==> src/rtl/mmio_bus_ctrl.sv <==
// mmio_bus_ctrl: address-decoding request/acknowledge interconnect between the
// processor data port and NUM_SLV memory-mapped slaves, with bus-error reporting
// for unmapped accesses and slave timeouts.
module mmio_bus_ctrl #(
    parameter int unsigned NUM_SLV = 4,
    parameter int unsigned AW      = 32,
    parameter int unsigned DW      = 32,
    parameter logic [NUM_SLV*AW-1:0] BASE = {32'h0000_0A00, 32'h0000_0900,
                                             32'h0000_0800, 32'h0000_0000},
    parameter logic [NUM_SLV*AW-1:0] MASK = {32'hFFFF_FFF0, 32'hFFFF_FFF0,
                                             32'hFFFF_FFF0, 32'hFFFF_FF00},
    parameter int unsigned TIMEOUT = 16
) (
    input  logic                  clk,
    input  logic                  rst,
    input  logic                  cpu_req,
    input  logic                  cpu_we,
    input  logic [AW-1:0]         cpu_addr,
    input  logic [DW-1:0]         cpu_wdata,
    output logic                  cpu_ready,
    output logic                  cpu_err,
    output logic [DW-1:0]         cpu_rdata,
    output logic [NUM_SLV-1:0]    slv_sel,
    output logic [NUM_SLV-1:0]    slv_we,
    output logic [AW-1:0]         slv_addr,
    output logic [DW-1:0]         slv_wdata,
    input  logic [NUM_SLV-1:0]    slv_ack,
    input  logic [NUM_SLV*DW-1:0] slv_rdata,
    output logic [1:0]            err_cause,
    output logic [AW-1:0]         err_addr
);

    localparam int unsigned IW = (NUM_SLV > 1) ? $clog2(NUM_SLV) : 1;
    localparam int unsigned CW = $clog2(TIMEOUT + 1);

    localparam logic [1:0] CAUSE_UNMAPPED = 2'b01;
    localparam logic [1:0] CAUSE_TIMEOUT  = 2'b10;

    typedef enum logic [1:0] {
        IDLE = 2'd0,
        BUSY = 2'd1,
        DONE = 2'd2,
        ERR  = 2'd3
    } state_t;

    state_t              state_q;
    state_t              state_d;

    logic                hit_any;
    logic [IW-1:0]       hit_idx;

    logic [AW-1:0]       addr_q;
    logic [DW-1:0]       wdata_q;
    logic                we_q;
    logic [IW-1:0]       idx_q;
    logic [CW-1:0]       cnt_q;
    logic [DW-1:0]       rdata_q;
    logic [1:0]          cause_q;
    logic [AW-1:0]       eaddr_q;

    logic                ack_sel;
    logic [DW-1:0]       rdata_sel;
    logic [NUM_SLV-1:0]  onehot;
    logic                timeout_hit;

    // Address decode: first (lowest-index) matching slot wins.
    always_comb begin
        hit_any = 1'b0;
        hit_idx = '0;
        for (int i = 0; i < int'(NUM_SLV); i++) begin
            if (!hit_any && ((cpu_addr & MASK[i*AW +: AW]) == BASE[i*AW +: AW])) begin
                hit_any = 1'b1;
                hit_idx = IW'(i);
            end
        end
    end

    // Per-slot view of the latched target: its ack, read data and select bit.
    always_comb begin
        ack_sel   = 1'b0;
        rdata_sel = '0;
        onehot    = '0;
        for (int i = 0; i < int'(NUM_SLV); i++) begin
            if (idx_q == IW'(i)) begin
                ack_sel   = slv_ack[i];
                rdata_sel = slv_rdata[i*DW +: DW];
                onehot[i] = 1'b1;
            end
        end
    end

    assign timeout_hit = (cnt_q == CW'(TIMEOUT - 1));

    // State register.
    always_ff @(posedge clk) begin
        if (rst) begin
            state_q <= IDLE;
        end else begin
            state_q <= state_d;
        end
    end

    // Next-state logic; the completion cycle also accepts a new request so
    // back-to-back accesses lose no cycle.
    always_comb begin
        state_d = state_q;
        case (state_q)
            IDLE, DONE, ERR: begin
                if (cpu_req) begin
                    state_d = hit_any ? BUSY : ERR;
                end else begin
                    state_d = IDLE;
                end
            end
            BUSY: begin
                if (ack_sel) begin
                    state_d = DONE;
                end else if (timeout_hit) begin
                    state_d = ERR;
                end
            end
            default: state_d = IDLE;
        endcase
    end

    // Outputs decoded from the state and the latched transaction.
    always_comb begin
        cpu_ready = 1'b0;
        cpu_err   = 1'b0;
        slv_sel   = '0;
        slv_we    = '0;
        case (state_q)
            BUSY: begin
                slv_sel = onehot;
                slv_we  = we_q ? onehot : '0;
            end
            DONE: begin
                cpu_ready = 1'b1;
            end
            ERR: begin
                cpu_ready = 1'b1;
                cpu_err   = 1'b1;
            end
            default: ;
        endcase
    end

    // Transaction latch, timeout counter, read-data capture and sticky error log.
    always_ff @(posedge clk) begin
        if (rst) begin
            addr_q  <= '0;
            wdata_q <= '0;
            we_q    <= 1'b0;
            idx_q   <= '0;
            cnt_q   <= '0;
            rdata_q <= '0;
            cause_q <= '0;
            eaddr_q <= '0;
        end else if (state_q != BUSY) begin
            if (cpu_req) begin
                if (hit_any) begin
                    addr_q  <= cpu_addr;
                    wdata_q <= cpu_wdata;
                    we_q    <= cpu_we;
                    idx_q   <= hit_idx;
                    cnt_q   <= '0;
                end else begin
                    cause_q <= CAUSE_UNMAPPED;
                    eaddr_q <= cpu_addr;
                    rdata_q <= '0;
                end
            end
        end else begin
            if (ack_sel) begin
                rdata_q <= we_q ? '0 : rdata_sel;
            end else if (timeout_hit) begin
                cause_q <= CAUSE_TIMEOUT;
                eaddr_q <= addr_q;
                rdata_q <= '0;
            end else begin
                cnt_q <= cnt_q + CW'(1);
            end
        end
    end

    assign cpu_rdata = rdata_q;
    assign slv_addr  = addr_q;
    assign slv_wdata = wdata_q;
    assign err_cause = cause_q;
    assign err_addr  = eaddr_q;

endmodule

==> config.mk <==
export PLATFORM = sky130hd
export DESIGN_NAME = mmio_bus_ctrl
export DESIGN_NICKNAME = d
export VERILOG_FILES = /design/src/rtl/mmio_bus_ctrl.sv
export SDC_FILE = /design/constraint.sdc
export NUM_CORES = 1
export LEC_CHECK = 0
export ABC_AREA = 0
export CORE_AREA = 2 2 131 133
export CTS_CLUSTER_DIAMETER = 100
export DETAILED_ROUTE_END_ITERATION = 12
export DIE_AREA = 0 0 133 135
export GPL_ROUTABILITY_DRIVEN = 0
export GPL_TIMING_DRIVEN = 0
export PLACE_DENSITY_LB_ADDON = 0.2
export SLEW_MARGIN = 20
export SYNTH_ARGS = -nofsm -noshare
export SYNTH_HDL_FRONTEND = slang
export SYNTH_SLANG_ARGS = --single-unit
==> constraint.sdc <==
create_clock -name clk -period 3.01 [get_ports clk]
set_input_delay 0.602 -clock clk [delete_from_list [all_inputs] [get_ports clk]]
set_output_delay 0.602 -clock clk [all_outputs]
set_load 0.01 [all_outputs]
==> results.sh <==
export IMPL_status="finished clean"
export IMPL_synth_cell_type_count=42
export IMPL_routedWlPerCell_um=19.1
export IMPL_fmax_mhz=350
export IMPL_top_level_ports=340
export IMPL_ys_seq_area_share_pct=44.4
export IMPL_antenna_left=0
export IMPL_syn_avg_cell_area_um2=9.88
export IMPL_leakagePower_nw=3.87
export IMPL_area_delta_synth_final_pct=67.7
export IMPL_post_place_ws_ps=-181
export IMPL_synth_compound_area_share_pct=21.4
export IMPL_hold_violations=0
export IMPL_critical_path_max_fanout=10
export IMPL_synthesis_nets=841
export IMPL_port_buffers=339
export IMPL_post_route_period_util_pct=94.8
export IMPL_hold_class="flip-flop to flip-flop"
export IMPL_start_util_pct=38.5
export IMPL_critPathKind="flip-flop to output port"
export IMPL_final_nets=1199
export IMPL_slew_headroom_pct=44.1
export IMPL_antenna_found_initial=2
export IMPL_dp_cells=1198
export IMPL_clockBufferDepth=2
export IMPL_worst_slew_pin_slew_ps=838
export IMPL_slew_viol_final=0
export IMPL_dr_pass1_iters=5
export IMPL_max_cap_viol_count=0
export IMPL_grt_pass1_vias=6419
export IMPL_instances_no_fill=1232
export IMPL_setup_ws_ps=155
export IMPL_final_cell_mix="clkdlybuf4s50_1, dfxtp_1, a21oi_1, nand3_1, o21ai_0"
export IMPL_final_common_cell="clkdlybuf4s50_1"
export IMPL_grt_pass1_wl_um=35300
export IMPL_h_tree_depth=4
export IMPL_rows=47
export IMPL_hpwl_um=17900
export IMPL_rsz0062_at_grt="false"
export IMPL_cts_setup_buffers=0
export IMPL_drc_errors=0
export IMPL_numClockSinks=140
export IMPL_drtIter0Drc=400
export IMPL_grt_overflow=0
export IMPL_grt_max_degree=17
export IMPL_ir_drop_mv=0.381
export IMPL_setup_viol=0
export IMPL_skew_ps=9.10
export IMPL_powerDensity_nw_per_um2=454
export IMPL_fin_crit_ps=2850
export IMPL_synth_simple_area_share_pct=10.3
export IMPL_cts_tree="done"
export IMPL_ys_ff_latch=140
export IMPL_syn_instance_count=639
export IMPL_cts_made_buffers=17
export IMPL_cts_root_buf="clkbuf_16"
export IMPL_die_area_um2=18000
export IMPL_synth_top_family_by_area="compound AO/OA/AOI/OAI gates"
export IMPL_core_area_um2=16400
export IMPL_required_ps=2410
export IMPL_ys_flop_type="dfxtp_1"
export IMPL_die_w_um=133
export IMPL_worstPathArrival_ps=2250
export IMPL_grt_total_usage_pct=25.2
export IMPL_die_h_um=135
export IMPL_ys_async_sr_fraction_pct=0
export IMPL_ys_warn_count=0
export IMPL_routed_wirelength_um=23500
export IMPL_clk_latency_ps=420
export IMPL_cts_clk_slew_worst_paths_ps=60
export IMPL_endpoint_kind="output port"
export IMPL_syn_area_um2=6310
export IMPL_synth_mux_area_share_pct=17.2
export IMPL_synth_edf_count=0
export IMPL_avgViaCountPerCell=5.29
export IMPL_drive_above_1_share_pct=11.4
export IMPL_vias=6520
export IMPL_start_kind="flip-flop"
export IMPL_synthAdderAreaFrac_pct=0.396
export IMPL_synthXorXnorAreaFrac_pct=0.139
## synth_stat cells, types with 4 or more instances
master    count  area (um2)
a21oi_1      83         415
a22o_1       32         280
a31o_2       30         263
and2_1       26         163
buf_1         5        18.8
buf_2         7        35.0
buf_4         4        30.0
clkbuf_1     47         176
dfxtp_1     140        2800
inv_1        35         131
mux2i_1      34         340
mux4_2       33         743
nand2_1       7        26.3
nand3_1      49         245
nor2_1       12        45.0
nor3_1        5        25.0
nor4_1        6        37.5
o21ai_0      48         240
## layout make-up
cell class	count	area [um2]
clock buffer	20	457
clock inverter	12	126
tap	220	275
inverter	35	131
buffer	63	267
fill	1356	5820
multi-input combinational	401	3130
timing repair buffer	339	3390
sequential	140	2800
antenna	2	5.00
## power by group
group / internal [mW] / switching [mW] / total (mW) / leakage, nW
Sequential: 1.91 / 0.0310 / 1.94 / 1.14
Clock: 1.20 / 0.883 / 2.09 / 0.281
Combinational: 0.461 / 0.310 / 0.771 / 2.46
## per-stage QoR
step	hold WS [ps]	cell area, um2	TNS (ps)	util [%]	power [mW]
after CTS	475	10600	0	64.5	4.84
final	474	10600	0	64.5	4.80
after global routing	489	10600	0	64.5	4.98
after floorplan	468	6310	0	-	2.28
after detailed placement	457	9980	-9170	60.8	2.75
after global placement	450	9980	-7860	60.8	2.74
## worst max-delay path, stage by stage (launching register included)
cell and delay [ps]:
dfxtp_1 330, nand2b_1 160, clkbuf_2 210, buf_4 250, nor3_2 180, and2_1 150
clkdlybuf4s50_1 540
## cell families (layout without fill, tap and decap cells)
| logic type | count (synthesis) | count (layout) |
|---|---|---|
| xor gates and xnor gates | 1 | 1 |
| AOI/OAI and AO/OA | 211 | 211 |
| DFF | 140 | 140 |
| other | 0 | 2 |
| adders and majority gates | 2 | 2 |
| and+or+nand+nor | 120 | 120 |
| buffers and inverters | 98 | 469 |
| muxes | 67 | 67 |
## flip-flops by register name (all words and copies together) (netlist names)
| name | flops |
|---|---|
| cpu_rdata | 32 |
| cnt_q | 5 |
| err_addr | 32 |
| slv_addr | 32 |
| idx_q | 2 |
| err_cause | 2 |
| slv_wdata | 32 |
| state_q | 2 |
| we_q | 1 |
## final timing paths
kind | slack (ps) | start | to | cells past startpoint
hold / removal | 470 | slv_wdata[22]$_SDFFE_PP0P_ | slv_wdata[22]$_SDFFE_PP0P_ | 2
setup reg to reg | 260 | cnt_q[0]$_SDFFE_PP0P_ | err_addr[9]$_SDFFE_PP0P_ | 9
hold reg to reg | 470 | slv_wdata[22]$_SDFFE_PP0P_ | slv_wdata[22]$_SDFFE_PP0P_ | 2
setup / recovery | 160 | state_q[1]$_SDFFE_PP0P_ | slv_we[2] | 6
## what timing repair did
action,4_1_cts,5_1_grt
gates cloned,0,0
resized for setup,4,2
pin swaps,0,0
endpoints found under the setup margin,4,3
hold buffers,0,0
## per-layer routing
metal | GRT usage, % | routed length [um]
met5 | 0 | 0
met4 | 8.84 | 546
met3 | 6.98 | 1680
met2 | 44.2 | 11900
met1 | 29.8 | 9360
Note: power is estimated with default switching activity, not from simulation.
